===== src/rtl/cdb_arbiter_if.sv =====
// Producer-to-arbiter result handshake plus the registered CDB broadcast triple.
// The master side drives requests and samples the bus; the slave side is the arbiter.
interface cdb_arbiter_if #(
  parameter int NREQ = 3,
  parameter int IDW  = 32,
  parameter int DW   = 32
);
  localparam int SW = (NREQ > 1) ? $clog2(NREQ) : 1;

  logic [NREQ-1:0]     req_valid;
  logic [NREQ*IDW-1:0] req_rob_id;
  logic [NREQ*DW-1:0]  req_val;
  logic [NREQ-1:0]     req_ready;
  logic                cdb_flag;
  logic [IDW-1:0]      cdb_rob_id;
  logic [DW-1:0]       cdb_val;
  logic [SW-1:0]       cdb_src;

  modport master (
    output req_valid, req_rob_id, req_val,
    input  req_ready, cdb_flag, cdb_rob_id, cdb_val, cdb_src
  );

  modport slave (
    input  req_valid, req_rob_id, req_val,
    output req_ready, cdb_flag, cdb_rob_id, cdb_val, cdb_src
  );
endinterface


===== src/rtl/cdb_arbiter.sv =====
// Round-robin share of one CDB among NREQ one-entry result slots; broadcast registered one edge after accept.
// A held slot drops req_ready until it wins the bus; rdy==0 freezes everything, a flush empties all slots.
module cdb_arbiter #(
  parameter int NREQ = 3,
  parameter int IDW  = 32,
  parameter int DW   = 32
) (
  input  logic         clk,
  input  logic         rst,
  input  logic         rdy,
  input  logic         jump_wrong_stall,
  cdb_arbiter_if.slave bus
);
  localparam int SW = (NREQ > 1) ? $clog2(NREQ) : 1;

  typedef struct packed {
    logic [IDW-1:0] rob_id;
    logic [DW-1:0]  val;
  } slot_t;

  logic [NREQ-1:0] slot_v;
  slot_t           slot_q [NREQ];
  logic [SW-1:0]   rr_ptr;

  logic            grant_v;
  logic [SW-1:0]   winner;
  logic [SW:0]     scan_idx;
  logic            active;
  logic [NREQ-1:0] ready;

  logic            cdb_flag_q;
  logic [IDW-1:0]  cdb_rob_id_q;
  logic [DW-1:0]   cdb_val_q;
  logic [SW-1:0]   cdb_src_q;

  // Scan from rr_ptr upward, wrapping, and keep the first occupied slot.
  always_comb begin
    grant_v  = 1'b0;
    winner   = '0;
    scan_idx = '0;
    for (int k = 0; k < NREQ; k++) begin
      scan_idx = {1'b0, rr_ptr} + (SW+1)'(k);
      if (scan_idx >= (SW+1)'(NREQ)) begin
        scan_idx = scan_idx - (SW+1)'(NREQ);
      end
      if (!grant_v && slot_v[scan_idx[SW-1:0]]) begin
        grant_v = 1'b1;
        winner  = scan_idx[SW-1:0];
      end
    end
  end

  // A slot being drained this cycle may refill on the same edge.
  always_comb begin
    active = rst && rdy && !jump_wrong_stall;
    ready  = '0;
    for (int i = 0; i < NREQ; i++) begin
      ready[i] = active && (!slot_v[i] || (grant_v && (winner == SW'(i))));
    end
  end

  always_ff @(posedge clk) begin
    if (!rst) begin
      slot_v       <= '0;
      rr_ptr       <= '0;
      cdb_flag_q   <= 1'b0;
      cdb_rob_id_q <= '0;
      cdb_val_q    <= '0;
      cdb_src_q    <= '0;
      for (int i = 0; i < NREQ; i++) begin
        slot_q[i] <= '0;
      end
    end else if (rdy) begin
      if (jump_wrong_stall) begin
        slot_v     <= '0;
        rr_ptr     <= '0;
        cdb_flag_q <= 1'b0;
      end else begin
        for (int i = 0; i < NREQ; i++) begin
          if (bus.req_valid[i] && ready[i]) begin
            slot_v[i]        <= 1'b1;
            slot_q[i].rob_id <= bus.req_rob_id[i*IDW +: IDW];
            slot_q[i].val    <= bus.req_val[i*DW +: DW];
          end else if (grant_v && (winner == SW'(i))) begin
            slot_v[i] <= 1'b0;
          end
        end
        if (grant_v) begin
          cdb_flag_q   <= 1'b1;
          cdb_rob_id_q <= slot_q[winner].rob_id;
          cdb_val_q    <= slot_q[winner].val;
          cdb_src_q    <= winner;
          rr_ptr       <= (winner == SW'(NREQ-1)) ? '0 : winner + SW'(1);
        end else begin
          cdb_flag_q <= 1'b0;
        end
      end
    end
  end

  assign bus.req_ready  = ready;
  assign bus.cdb_flag   = cdb_flag_q;
  assign bus.cdb_rob_id = cdb_rob_id_q;
  assign bus.cdb_val    = cdb_val_q;
  assign bus.cdb_src    = cdb_src_q;

endmodule

===== src/flat_wrapper.sv =====
// flat-port wrapper written by rule: the top's interface ports become plain ports
module cdb_arbiter_flat 
#(
  parameter int NREQ = 3,
  parameter int IDW  = 32,
  parameter int DW   = 32
)
  (clk, rst, rdy, jump_wrong_stall, bus_req_valid, bus_req_rob_id, bus_req_val, bus_req_ready, bus_cdb_flag, bus_cdb_rob_id, bus_cdb_val, bus_cdb_src);
  cdb_arbiter_if #(.NREQ(NREQ), .IDW(IDW), .DW(DW)) bus_i ();
  input  logic clk;
  input  logic rst;
  input  logic rdy;
  input  logic jump_wrong_stall;
  input wire logic [$bits(bus_i.req_valid)-1:0] bus_req_valid;
  input wire logic [$bits(bus_i.req_rob_id)-1:0] bus_req_rob_id;
  input wire logic [$bits(bus_i.req_val)-1:0] bus_req_val;
  output wire logic [$bits(bus_i.req_ready)-1:0] bus_req_ready;
  output wire logic [$bits(bus_i.cdb_flag)-1:0] bus_cdb_flag;
  output wire logic [$bits(bus_i.cdb_rob_id)-1:0] bus_cdb_rob_id;
  output wire logic [$bits(bus_i.cdb_val)-1:0] bus_cdb_val;
  output wire logic [$bits(bus_i.cdb_src)-1:0] bus_cdb_src;
  assign bus_i.req_valid = bus_req_valid;
  assign bus_i.req_rob_id = bus_req_rob_id;
  assign bus_i.req_val = bus_req_val;
  assign bus_req_ready = bus_i.req_ready;
  assign bus_cdb_flag = bus_i.cdb_flag;
  assign bus_cdb_rob_id = bus_i.cdb_rob_id;
  assign bus_cdb_val = bus_i.cdb_val;
  assign bus_cdb_src = bus_i.cdb_src;
  cdb_arbiter #(.NREQ(NREQ), .IDW(IDW), .DW(DW)) u_core (.clk(clk), .rst(rst), .rdy(rdy), .jump_wrong_stall(jump_wrong_stall), .bus(bus_i));
endmodule

===== config.mk =====
export PLATFORM = sky130hd
export DESIGN_NAME = cdb_arbiter_flat
export DESIGN_NICKNAME = d
export VERILOG_FILES = /design/src/rtl/cdb_arbiter_if.sv /design/src/rtl/cdb_arbiter.sv /design/src/flat_wrapper.sv
export SDC_FILE = /design/constraint.sdc
export NUM_CORES = 1
export LEC_CHECK = 0
export ABC_AREA = 1
export BUFFER_PORTS_ARGS = -buffer_cell sky130_fd_sc_hd__buf_4
export CORE_MARGIN = 3
export CORE_UTILIZATION = 30
export CTS_CLUSTER_SIZE = 12
export DETAILED_ROUTE_END_ITERATION = 6
export SLEW_MARGIN = 30
export SYNTH_ARGS = -nofsm -noshare
export SYNTH_HDL_FRONTEND = slang
export SYNTH_SLANG_ARGS = --single-unit

===== constraint.sdc =====
create_clock -name clk -period 3.65 [get_ports clk]
set_input_delay 0.365 -clock clk [delete_from_list [all_inputs] [get_ports clk]]
set_output_delay 0.365 -clock clk [all_outputs]
set_load 0.05 [all_outputs]

==> metrics.md, run 1 <==
| Metric | Value |
|---|---|
| Status | `completed` |
| Final antenna-violating net count | `0` |
| # clock sinks | `264` |
| Sequential Power Share | `46.1%` |
| Period minus WS final | `3230 ps` |
| Hold wc startpoint | `bus_req_rob_id[22]` |
| Final period utilization | `88.4%` |
| Starting Density | `30.7%` |
| Routing usage on met3 | `3.40%` |
| Core area | `38,000 um^2` |
| Register clock-pin slew on the reported worst setup and hold paths | `60 ps` |
| FF+latch count, synth | `264` |
| Detailed-route via count | `9,163` |
| Clock share of power | `42.3%` |
| Met1 Usage GRT | `21.3%` |
| Largest net degree at the start of global routing | `78` |
| Clock Latency Late Sink | `550 ps` |
| First-pass DRT Iterations | `5` |
| Largest cells by area after synthesis | `edfxtp_1 (49%), nand2_1 (14%), dfxtp_1 (12%)` |
| Sw frac | `24.3%` |
| Gate power share | `11.6%` |
| Startpoint types | `flip-flop` |
| GRT Total Usage | `15.5%` |
| Critical path, cell by cell | `inv_1, ha_1, inv_1, nand2_1, nand3_1, nand2_1, nand3_1, nor2_1, nor2_1, nand2_1, a21oi_1, buf_4` |
| Mapped Cells | `1,326` |
| RSZ-0062 raised after global routing | `no` |
| Synth-to-layout area growth | `31.0%` |
| Clock Skew | `14.7 ps` |
| Hold Crit Class | `primary input to flip-flop` |
| Placer Congestion | `0.800` |
| Share of layout cells above drive strength 1 | `28.2%` |
| Area of the multi-input gates | `2930 um^2` |
| WS Path Type | `flip-flop to primary output` |
| Hold Buf Count CTS | `0` |
| EDFF count, synth | `192` |
| Maximum level of the CTS H-tree | `1` |
| Yosys top cell by area | `edfxtp_1` |
| Pleak | `7.46 nW` |
| Post-CTS Setup Inserts | `0` |
| Number of port buffers | `268` |
| Commonest cells after routing, fill and taps aside | `nand2_1 (435), buf_4 (279), inv_1 (234), edfxtp_1 (192), inv_2 (103)` |
| Sequential share of the synthesized area | `61.7%` |
| Inserted Clock Buffers | `30` |
| DR iter-0 viols | `529` |
| Die W | `203 um` |
| Register area | `7210 um^2` |
| Area share of the largest cell type after synthesis | `49.4%` |
| FMAX | `0.310 GHz` |
| Fraction of registers with async set/reset | `0%` |
| Nets@finish | `1,786` |
| Synth cell types | `23` |
| Die height | `203 um` |
| Mapped cell area | `11,700 um^2` |
| Cell Rows | `71` |
| Detail Placement HPWL | `21.8 mm` |
| CP most frequent cell | `nand2_1` |
| Worst vdd ir | `0.307 mV` |
| Critical path launch point | `u_core.rr_ptr[0]` |
| Maximum clock insertion buffer count | `3` |
| ANT cells | `0` |
| Post-synthesis area per instance | `8.81 um^2` |
| Max Slew Vio Count | `0` |
| Max_slew headroom | `36.3%` |
| Post-cts resize count | `0` |
| GRT overflow | `0` |
| CP required | `3280 ps` |
| Tightest Pin Transition | `956 ps` |
| Vias in the first global route | `9,158` |
| First-pass GRT wire length | `50.6 mm` |
| Reg2reg start | `u_core.rr_ptr[0]` |
| Routed wire length | `33.1 mm` |
| Initial antenna violation count | `0` |
| Fill cells | `3,836` |
| Die ar. | `41,300 um^2` |
| Slowest Stage Delay on Critical Path | `400 ps` |
| Vias per cell | `4.33` |
| Routed wire per std cell | `15.6 um` |
| Most used routing layer | `met2` |
| CP Capture Type | `primary output` |
| Syn_nets | `1,529` |
| Total negative slack | `0 ps` |
| Main synth FF type | `edfxtp_1` |
| Int Pwr | `0.00562 W` |
| Met2 Usage GRT | `25.4%` |
| TritonCTS clock tree | `built` |
| Slowest stage cell, crit path | `ha_1` |
| I/O pin cnt | `269` |
| CP max FO | `8` |
| DR DRC count | `0` |
| Clock root buffer | `clkbuf_16` |
| Yosys warns | `0` |
| Most common cell after layout, fill and taps aside | `nand2_1` |
| Critical path arrival | `2860 ps` |
| Hold Fails Final Rpt | `0` |
| Power per Cell Area | `485 nW/um^2` |
| Final setup fails | `0` |
| Final Total Pwr | `0.00742 W` |
| Number of max-cap violations | `0` |
| Switching Power | `0.00180 W` |
==> layout make-up <==
class / instances / share of cell area [%]
sequential: 264 / 47.1
multi-input combinational: 663 / 19.1
timing repair buffer: 286 / 14.6
inverter: 338 / 8.29
clock buffer: 40 / 5.42
tap: 511 / 4.18
clock inverter: 15 / 1.30
==> worst max-delay path: cells and delay by family, from the launching register on <==
| kind | cells | cell delay (ps) |
|---|---|---|
| AOI/OAI and AO/OA | 1 | 230 |
| adders and majority gates | 1 | 400 |
| buffers and inverters | 3 | 460 |
| and+or+nand+nor | 7 | 840 |
| DFF | 1 | 380 |
==> cell usage after synthesis (3+ instances only) <==
master	number
nand2_1	438
inv_1	234
edfxtp_1	192
inv_2	102
nand3_1	75
dfxtp_1	72
a31oi_1	65
nor2_1	42
clkbuf_1	26
buf_2	18
nand2_2	13
a21oi_1	10
buf_6	10
buf_1	6
o21ai_0	6
ha_1	4
nand4_1	3
o21ai_1	3
==> final timing paths <==
check / cells after the start / end / slack [ps]
worst min-delay path: 3 / u_core.slot_q[0][54] / 70
worst min register to register: 2 / u_core.bus.cdb_flag / 470
worst max register to register: 16 / u_core.slot_q[0][0] / 460
worst max-delay path: 12 / bus_req_ready[0] / 420
==> layer usage <==
| layer | up-vias | part of all wire (%) |
|---|---|---|
| met2 | 303 | 46 |
| li1 | 4570 | - |
| met5 | - | 0 |
| met4 | 0 | 1.6 |
| met1 | 4251 | 45 |
| met3 | 39 | 7.3 |
==> flip-flops by register name, indices dropped and copies added, names as in the netlist <==
name,cells
u_core.slot_q,192
u_core.bus.cdb_rob_id,32
u_core.bus.cdb_val,32
u_core.slot_v,3
u_core.bus.cdb_src,2
u_core.rr_ptr,2
u_core.bus.cdb_flag,1
==> power by group through the flow <==
stage | sequential [W] | clock (W) | combinational (W)
after global placement | 0.00348 | 0 | 0.000861
final | 0.00342 | 0.00314 | 0.000861
after floorplan | 0.00356 | 0 | 0.000398
after global routing | 0.00343 | 0.00335 | 0.000957
after CTS | 0.00342 | 0.00323 | 0.000875
after detailed placement | 0.00348 | 0 | 0.000873
==> cell families after synthesis <==
group | after synthesis | share of synthesized area, %
and+or+nand+nor | 574 | 19.7
adders and majority gates | 4 | 0.428
AOI/OAI and AO/OA | 85 | 4.37
buffers and inverters | 399 | 13.8
DFF | 264 | 61.7
==> per-stage QoR <==
stage                     hold WS, ps  worst slack (ps)  area [um^2]  cells  utilization, %
after floorplan                   464               165        11700   1326               -
after global placement            459               647        14300   2062            37.5
after detailed placement          471               521        14300   2062            37.5
after CTS                        25.4               420        15300   2117            40.2
after global routing             43.0               177        15300   2117            40.2
final                            67.1               424        15300   2117            40.2
(Power assumes the default switching activity.)
==> inputs of run 2 (changes only) <==
- MAX_ROUTING_LAYER: not set -> met4
==> metrics.md, run 2 (synthesis results as in run 1) <==
| Metric | Value |
|---|---|
| Hold path depth | `3` |
| Nets@finish | `1,786` |
| Largest net degree at the start of global routing | `78` |
| Final setup fails | `0` |
| Post-cts resize count | `0` |
| Hold Crit Class | `primary input to flip-flop` |
| Routed wire length | `33.0 mm` |
| Gate power share | `11.6%` |
| Tightest Pin Transition | `948 ps` |
| Clock share of power | `42.3%` |
| Cell Area, Placed | `14,300 um^2` |
| Cell Rows | `71` |
| Period minus WS final | `3250 ps` |
| GRT overflow | `0` |
| Die ar. | `41,300 um^2` |
| ANT cells | `0` |
| CP Capture Type | `primary output` |
| TritonCTS clock tree | `built` |
| Hold Crit Endpoint | `u_core.slot_q[0][54]` |
| Vias in the first global route | `9,154` |
| Detailed-route via count | `9,146` |
| Total negative slack | `0 ps` |
| Clock root buffer | `clkbuf_16` |
| # clock sinks | `264` |
| Final antenna-violating net count | `0` |
| RSZ-0062 raised after global routing | `no` |
| Critical path buffer and inverter count | `3` |
| DR iter-0 viols | `549` |
| Maximum clock insertion buffer count | `3` |
| Initial antenna violation count | `0` |
| GRT Total Usage | `16.0%` |
| WS Path Type | `flip-flop to primary output` |
| Critical path arrival | `2880 ps` |
| R2r setup slk | `430 ps` |
| Slowest stage cell, crit path | `ha_1` |
| DR DRC count | `0` |
| First-pass DRT Iterations | `5` |
| Pleak | `7.46 nW` |
| Clock Latency Late Sink | `550 ps` |
| Int Pwr | `0.00562 W` |
| Maximum level of the CTS H-tree | `1` |
| Fin area | `15,300 um^2` |
| Max Slew Vio Count | `0` |
| Slowest Stage Delay on Critical Path | `400 ps` |
| Clock Skew | `14.7 ps` |
| Die W | `203 um` |
| Worst r2r path cells | `16` |
| Register clock-pin slew on the reported worst setup and hold paths | `60 ps` |
| Status | `completed` |
| Number of port buffers | `268` |
| Die height | `203 um` |
| Fin util | `40.2%` |
| Number of max-cap violations | `0` |
| Power per Cell Area | `485 nW/um^2` |
| Sequential Power Share | `46.1%` |
| Startpoint types | `flip-flop` |
| Core area | `38,000 um^2` |
| Inserted Clock Buffers | `30` |
| Post-CTS Setup Inserts | `0` |
| Share of layout cells above drive strength 1 | `28.2%` |
| Hold Buf Count CTS | `0` |
| Crit path max-delay family | `simple AND/OR/NAND/NOR gates` |
| CP max FO | `8` |
| Detail Placement HPWL | `21.8 mm` |
| Largest register by flop count | `u_core.slot_q` |
| Reg2reg start | `u_core.rr_ptr[0]` |
| Vias per cell | `4.32` |
| Hold wc startpoint | `bus_req_rob_id[22]` |
| Worst r2r dst | `u_core.slot_q[0][0]` |
| Max reg flops | `192` |
| Max_slew headroom | `36.8%` |
| Synth-to-layout area growth | `31.0%` |
| Critical path, cell by cell | `inv_1, ha_1, inv_1, nand2_1, nand3_1, nand2_1, nand3_1, nor2_1, nor2_1, nand2_1, a21oi_1, buf_4` |
| Placer Congestion | `0.811` |
| Most common cell after layout, fill and taps aside | `nand2_1` |
| FMAX | `0.308 GHz` |
| Final period utilization | `89.0%` |
| Switching Power | `0.00181 W` |
| First-pass GRT wire length | `50.6 mm` |
| Fill cells | `3,836` |
| I/O pin cnt | `269` |
| Sw frac | `24.3%` |
| CP required | `3280 ps` |
| CP most frequent cell | `nand2_1` |
| Worst vdd ir | `0.308 mV` |
| Routed wire per std cell | `15.6 um` |
| Commonest cells after routing, fill and taps aside | `nand2_1 (435), buf_4 (279), inv_1 (234), edfxtp_1 (192), inv_2 (103)` |
| Hold Fails Final Rpt | `0` |
| Starting Density | `30.7%` |
[run 2: cell counts in the layout (fill, tap and decap cells not counted)]
No cell type changed its count.
[run 2: layer usage]
layer	GRT usage, %	vias to the layer above	part of all wire, %
met5	-	-	0
met4	3.27	0	1.7
met3	3.06	41	7.2
met2	25.5	306	46
met1	21.5	4231	45
li1	-	4568	-
[run 2: final cells by class]
class | instances | area [um^2] | area share, %
Clock inverter | 15 | 199 | 1.30
Inverter | 338 | 1270 | 8.29
Clock buffer | 40 | 830 | 5.42
Sequential cell | 264 | 7210 | 47.1
Multi-Input combinational cell | 663 | 2930 | 19.1
Tap cell | 511 | 639 | 4.18
Timing Repair Buffer | 286 | 2230 | 14.6
[run 2: worst max-delay path by stage]
stage | from | endpoint | cells after the start
finish | u_core.rr_ptr[0] | bus_req_ready[0] | 12
global route | u_core.rr_ptr[0] | u_core.slot_q[0][5] | 15
global placement | u_core.rr_ptr[0] | u_core.slot_q[1][56] | 15
detailed placement | u_core.rr_ptr[0] | u_core.slot_q[2][58] | 15
floorplan | u_core.rr_ptr[0] | u_core.slot_q[0][0] | 14
CTS | u_core.rr_ptr[1] | bus_req_ready[0] | 14
[run 2: power groups by stage]
stage / clock, W / sequential [W] / combinational (W)
3_5_place_dp: 0 / 0.00348 / 0.000873
2_1_floorplan: 0 / 0.00356 / 0.000398
6_report: 0.00314 / 0.00342 / 0.000861
5_1_grt: 0.00335 / 0.00343 / 0.000957
3_3_place_gp: 0 / 0.00348 / 0.000861
4_1_cts: 0.00323 / 0.00342 / 0.000875
[run 2: worst reg2reg max path: cells and delay by family, from the launching register on]
family | cells | cell delay (ps)
fa+ha+maj | 1 | 420
buf+inv | 4 | 550
flops | 1 | 380
simple gates | 11 | 1640
[run 2: per-stage QoR]
stage               hold slack, ps  worst slack [ps]  instances  power [W]
floorplan                      464               165       1326    0.00396
global placement               459               647       2062    0.00434
detailed placement             471               521       2062    0.00436
CTS                           25.4               420       2117    0.00753
global route                  43.0               176       2117    0.00774
finish                        66.8               401       2117    0.00742
